==> src/rtl/store_queue.sv <==
`default_nettype none
// +----------------------------------------------------------------------------
// | store_queue : circular store queue with commit tracking, dcache drain and
// |               load lookup. Define SQ_FWD_EN for store-to-load forwarding;
// |               otherwise loads stall on any older in-flight store.
// | Revision    : 1.0  initial release
// +----------------------------------------------------------------------------
module store_queue #(
  parameter int SQ_SZ = 8,
  localparam int IDXW = (SQ_SZ > 1) ? $clog2(SQ_SZ) : 1
) (
  input  logic            clock,
  input  logic            reset,
  // allocate
  input  logic            alloc_valid,
  output logic [IDXW-1:0] alloc_idx,
  output logic [IDXW-1:0] sq_tail,
  output logic            sq_full,
  // execute
  input  logic            exec_valid,
  input  logic [IDXW-1:0] exec_idx,
  input  logic [31:0]     exec_addr,
  input  logic [31:0]     exec_data,
  // lookup
  input  logic            lookup_valid,
  input  logic [31:0]     lookup_addr,
  input  logic [IDXW-1:0] lookup_sq_tail,
  output logic            forward_valid,
  output logic [31:0]     forward_data,
  output logic            forward_stall,
  // commit / drain
  input  logic            retire_valid,
  input  logic            flush,
  output logic            st_req_valid,
  output logic [31:0]     st_req_addr,
  output logic [31:0]     st_req_data,
  input  logic            st_req_ack
);

  logic [IDXW-1:0] head_q, head_d, commit_q, commit_d, tail_q, tail_d;
  logic [IDXW:0]   count_q, count_d;
  logic [SQ_SZ-1:0] executed_q, committed_q;
  logic [31:0]     addr_q [SQ_SZ];
  logic [31:0]     data_q [SQ_SZ];

  logic            w_alloc, w_pop, w_retire, w_exec;
  logic [IDXW:0]   w_uncmt, w_cmt_cnt;
  logic [IDXW-1:0] w_exec_dist, w_older;

  assign sq_full   = (count_q == (IDXW+1)'(SQ_SZ));
  assign alloc_idx = tail_q;
  assign sq_tail   = tail_q;

  assign st_req_valid = (count_q != '0) && committed_q[head_q] && executed_q[head_q];
  assign st_req_addr  = st_req_valid ? addr_q[head_q] : 32'h0;
  assign st_req_data  = st_req_valid ? data_q[head_q] : 32'h0;

  // When full with commit_ptr==tail, the pointers alone cannot tell "all
  // committed" from "none committed"; the head entry's flag disambiguates.
  always_comb begin
    w_uncmt = {1'b0, tail_q - commit_q};
    if (sq_full && (tail_q == commit_q) && !committed_q[commit_q])
      w_uncmt = (IDXW+1)'(SQ_SZ);
  end
  assign w_cmt_cnt = count_q - w_uncmt;

  assign w_exec_dist = exec_idx - head_q;
  assign w_alloc  = alloc_valid && !sq_full && !flush;
  assign w_pop    = st_req_valid && st_req_ack;
  assign w_retire = retire_valid && !flush && (w_uncmt != '0);
  assign w_exec   = exec_valid && !flush && ({1'b0, w_exec_dist} < count_q);

  always_comb begin
    head_d   = head_q + IDXW'(w_pop);
    commit_d = commit_q + IDXW'(w_retire);
    if (flush) begin
      tail_d  = commit_q;
      count_d = w_cmt_cnt - (IDXW+1)'(w_pop);
    end else begin
      tail_d  = tail_q + IDXW'(w_alloc);
      count_d = count_q + (IDXW+1)'(w_alloc) - (IDXW+1)'(w_pop);
    end
  end

  always_ff @(posedge clock) begin
    if (reset) begin
      head_q      <= '0;
      commit_q    <= '0;
      tail_q      <= '0;
      count_q     <= '0;
      executed_q  <= '0;
      committed_q <= '0;
      for (int i = 0; i < SQ_SZ; i++) begin
        addr_q[i] <= 32'h0;
        data_q[i] <= 32'h0;
      end
    end else begin
      head_q   <= head_d;
      commit_q <= commit_d;
      tail_q   <= tail_d;
      count_q  <= count_d;
      if (w_alloc) begin
        executed_q[tail_q]  <= 1'b0;
        committed_q[tail_q] <= 1'b0;
      end
      if (w_exec) begin
        executed_q[exec_idx] <= 1'b1;
        addr_q[exec_idx]     <= exec_addr;
        data_q[exec_idx]     <= exec_data;
      end
      if (w_retire)
        committed_q[commit_q] <= 1'b1;
    end
  end

  assign w_older = lookup_sq_tail - head_q;

`ifdef SQ_FWD_EN
  logic            w_hit, w_stall;
  logic [31:0]     w_hit_data;
  logic [IDXW-1:0] w_slot;
  logic            w_lookup_unused;

  assign w_lookup_unused = |lookup_addr[1:0];

  // Walk oldest to youngest so the youngest deciding entry wins.
  always_comb begin
    w_hit      = 1'b0;
    w_stall    = 1'b0;
    w_hit_data = 32'h0;
    w_slot     = head_q;
    for (int d = 0; d < SQ_SZ; d++) begin
      w_slot = head_q + IDXW'(d);
      if (IDXW'(d) < w_older) begin
        if (!executed_q[w_slot]) begin
          w_stall = 1'b1;
          w_hit   = 1'b0;
        end else if (addr_q[w_slot][31:2] == lookup_addr[31:2]) begin
          w_hit      = 1'b1;
          w_stall    = 1'b0;
          w_hit_data = data_q[w_slot];
        end
      end
    end
  end

  assign forward_valid = lookup_valid && w_hit;
  assign forward_stall = lookup_valid && w_stall;
  assign forward_data  = forward_valid ? w_hit_data : 32'h0;
`else
  logic w_lookup_unused;
  assign w_lookup_unused = |lookup_addr;

  assign forward_valid = 1'b0;
  assign forward_data  = 32'h0;
  assign forward_stall = lookup_valid && (w_older != '0);
`endif

endmodule
`default_nettype wire

==> config.mk <==
export PLATFORM = sky130hd
export DESIGN_NAME = store_queue
export DESIGN_NICKNAME = d
export VERILOG_FILES = /design/src/rtl/store_queue.sv
export SDC_FILE = /design/constraint.sdc
export NUM_CORES = 1
export LEC_CHECK = 0
export CORE_MARGIN = 8
export CORE_UTILIZATION = 53
export CTS_CLUSTER_DIAMETER = 50
export DETAILED_ROUTE_END_ITERATION = 8
export PLACE_DENSITY = 0.84
export SYNTH_ARGS = -nofsm -noshare
export SYNTH_HDL_FRONTEND = slang
export SYNTH_SLANG_ARGS = --single-unit
==> constraint.sdc <==
create_clock -name clock -period 3.4 [get_ports clock]
set_input_delay 0.34 -clock clock [delete_from_list [all_inputs] [get_ports clock]]
set_output_delay 0.34 -clock clock [all_outputs]
set_load 0.03 [all_outputs]
==> results.cfg <==
[synth]
synth-edff-count = 512
ys_ff_latch = 541
synthTopCellsByCount = sky130_fd_sc_hd__and2_1, sky130_fd_sc_hd__edfxtp_1, sky130_fd_sc_hd__mux4_2, sky130_fd_sc_hd__nor2_1, sky130_fd_sc_hd__mux2i_1
ys_top_cells_by_area = sky130_fd_sc_hd__edfxtp_1, sky130_fd_sc_hd__and2_1, sky130_fd_sc_hd__mux4_2
synth_top_cell_by_area = sky130_fd_sc_hd__edfxtp_1
synthesis.area_per_instance_um2 = 15.3
synth_async_sr_flop_share = 0
syn-cell-area_um2 = 25300
yosysWarnings = 0
synth.yosys.seq_area_share = 0.630
syn-instance-count = 1657
synth.distinct_cells = 53
synth.most_common_cell = sky130_fd_sc_hd__and2_1
synthFlopType = sky130_fd_sc_hd__edfxtp_1
synth_top_area_frac = 0.607

[worst_hold_path]
holdCritPathClass = register to register

[routing]
iteration_0_drc_markers = 1324
drt_wl_total_mm = 59.4
via_count = 14300
postRouteAntennaNets = 0
drt-pass1-iter-count = 5
drc = 0
drt-vias-per-instance = 5.73
route.detailed.wl_per_inst_um = 23.8

[floorplanning]
floorplan.die.height_um = 235
io-pin-count = 216
initial_core_util = 0.534
core_region_area_um2 = 47400
floorplan.rows = 80
area_enclosed_by_the_die_boundary_um2 = 55100
die-width_um = 235

[power]
net_sw_power_uw = 3420
power.static_leakage_uw = 0.0109
totalPowerFinal_uw = 15200
irDropWorstVdd_mv = 0.344
power.sequential.fraction = 0.507
power.clock.fraction = 0.395
switching_share = 0.225
p_comb_frac = 0.098
power-per-cell-area_nw_per_um2 = 508
p_int_uw = 11700

[sta]
report.final.slew_viol_count = 0
post_layout_minimum_cycle_time_ns = 3.27
upper_clock_frequency_limit_mhz = 306
setup-tns-final_ns = 0
worst_pin_slew_ns = 0.854
final-hold-violation-count = 0
final.period_utilization = 0.960
timing.clock.skew_ns = 0.0107
setup_viol_count_final = 0
fin_hold_ws_ns = 0.455
maxSlewHeadroom = 0.431

[cts]
tritoncts.num_buffers = 54
ctsRootBufferMaster = sky130_fd_sc_hd__clkbuf_16
max_clock_buf_depth = 3
cts.sinks = 541
clock_latency_ns = 0.59
clock_pin_slew_on_the_worst_setup_and_hold_paths_ns = 0.06
cts-htree-levels = 2
tritoncts = built

[global_route]
groute.usage.overall = 0.212
wire_length_of_the_first_global_routing_pass_mm = 90.6
grt-ovfl-total = 0
pin_count_of_the_biggest_net_entering_global_routing = 130
via_count_of_the_first_global_routing_pass = 15200
antenna_found_initial = 10

[cells_and_area]
fill_cells = 3313
regArea_um2 = 16000
area_of_combinational_cells_with_multiple_inputs_um2 = 8610
flow.area_growth_from_synthesis_pct = 17.8
finalInstanceArea_um2 = 29800
fraction_of_final_layout_cells_sized_beyond_drive_strength_1 = 0.203
finalNetCount = 1966

[worst_setup_path]
worstPathArrival_ns = 2.93
max_stage_delay_ns = 0.67
worstSetupStartpointType = register
capturing_element_type_of_the_critical_path = output pin
timing_worst_setup_path_type = register to output pin
slowest_stage = sky130_fd_sc_hd__clkdlybuf4s50_1
cp_max_fo = 67
critPathRequiredTime_ns = 3.06
crit_top_cell = sky130_fd_sc_hd__inv_1
cell_by_cell_trace_of_the_critical_path = inv_1 > mux4_2 > o22a_4 > buf_8 > inv_1 > clkdlybuf4s50_1

[outcome]
outcome = finished clean

[place]
io_buffers = 150
gpl.final_weighted_congestion = 0.834
total_cell_area_at_the_placement_stage_um2 = 28000
dp_hpwl_mm = 35.3

[job]
max-cap-violations = 0
[final timing paths]
kind                       startpoint                  endpoint  cells past startpoint  slack, ns
max              head_q[1]$_SDFF_PP0_              st_req_valid                      6       0.13
min          executed_q[3]$_SDFF_PP0_  executed_q[3]$_SDFF_PP0_                      1       0.45
max reg2reg      head_q[1]$_SDFF_PP0_     count_q[3]$_SDFF_PP0_                     13       0.15
min reg2reg  executed_q[3]$_SDFF_PP0_  executed_q[3]$_SDFF_PP0_                      1       0.45
[cells in the final DEF, fill, tap and decap left out, drive strengths merged, types with 3 or more instances in the layout]
master / count
a21o: 10
a21oi: 8
a32o: 7
and2: 514
and3: 3
buf: 143
bufinv: 6
clkbuf: 73
clkdlybuf4s50: 86
clkinv: 23
conb: 33
dfxtp: 29
diode: 6
edfxtp: 512
fa: 4
ha: 22
inv: 21
mux2i: 69
mux4: 130
nand2: 16
nand3: 4
nor2: 86
nor2b: 5
nor3: 9
nor3b: 7
o21ai: 3
or2: 10
or3: 4
xnor2: 11
xor2: 6
[cells by family (layout without fill, tap and decap cells)]
logic type,Yosys count,in the layout,synth area share
other,1,39,0.000148
buffers and inverters,168,353,0.0382
flip-flops,541,541,0.630
adder cells (fa/ha/maj),26,26,0.0140
AND/OR/NAND/NOR,664,664,0.156
AO/OA/AOI/OAI,41,41,0.0128
multiplexers,199,199,0.143
XOR/XNOR,17,17,0.00588
[critical path: cells and delay by family (launching register included)]
kind                   cells  cell delay [ns]
buffers and inverters      4             1.31
muxes                      1             0.37
DFF                        1             0.35
AOI/OAI and AO/OA          1             0.28
[area by class of cell]
class                      count  share of cell area
sequential                   541               0.535
timing repair buffer         231              0.0874
antenna                        6            0.000503
tap                          615              0.0258
clock buffer                  72              0.0497
inverter                      22             0.00277
multi-input combinational    980               0.288
clock inverter                28              0.0103
[per-stage QoR]
stage | std cells | worst slack [ns] | utilization
after floorplan | 1689 | 0.00812 | -
final | 2495 | 0.135 | 0.629
after CTS | 2489 | 0.0546 | 0.628
after detailed placement | 2388 | -0.180 | 0.589
after global placement | 2388 | -0.178 | 0.589
after global routing | 2494 | -0.0207 | 0.629
[sequential cells by signal, indices dropped and copies added (netlist names)]
| register | flops |
|---|---|
| committed_q | 8 |
| count_q | 4 |
| executed_q | 8 |
| alloc_idx | 3 |
| addr_q | 256 |
| commit_q | 3 |
| data_q | 256 |
| head_q | 3 |
[timing repair]
item                                    CTS  global route
gates resized for setup                   5             6
hold buffers                              0             0
pin swaps                                 0             1
gates cloned                              1             0
setup buffers                             0             0
endpoints found under the setup margin   52             8
[per-layer routing]
layer,share of wire,global-route usage
met5,0.00093,0
met1,0.38,0.257
met3,0.076,0.0417
met4,0.027,0.0720
met2,0.52,0.377
[power by group through the flow]
stage / Sequential (µW) / Clock (µW) / Combinational, µW
finish: 7680 / 5990 / 1490
global route: 7710 / 6270 / 1620
CTS: 7690 / 6040 / 1470
detailed placement: 7820 / 0 / 1460
global placement: 7800 / 0 / 1420
floorplan: 7800 / 0 / 887
(Power assumes the default switching activity.)
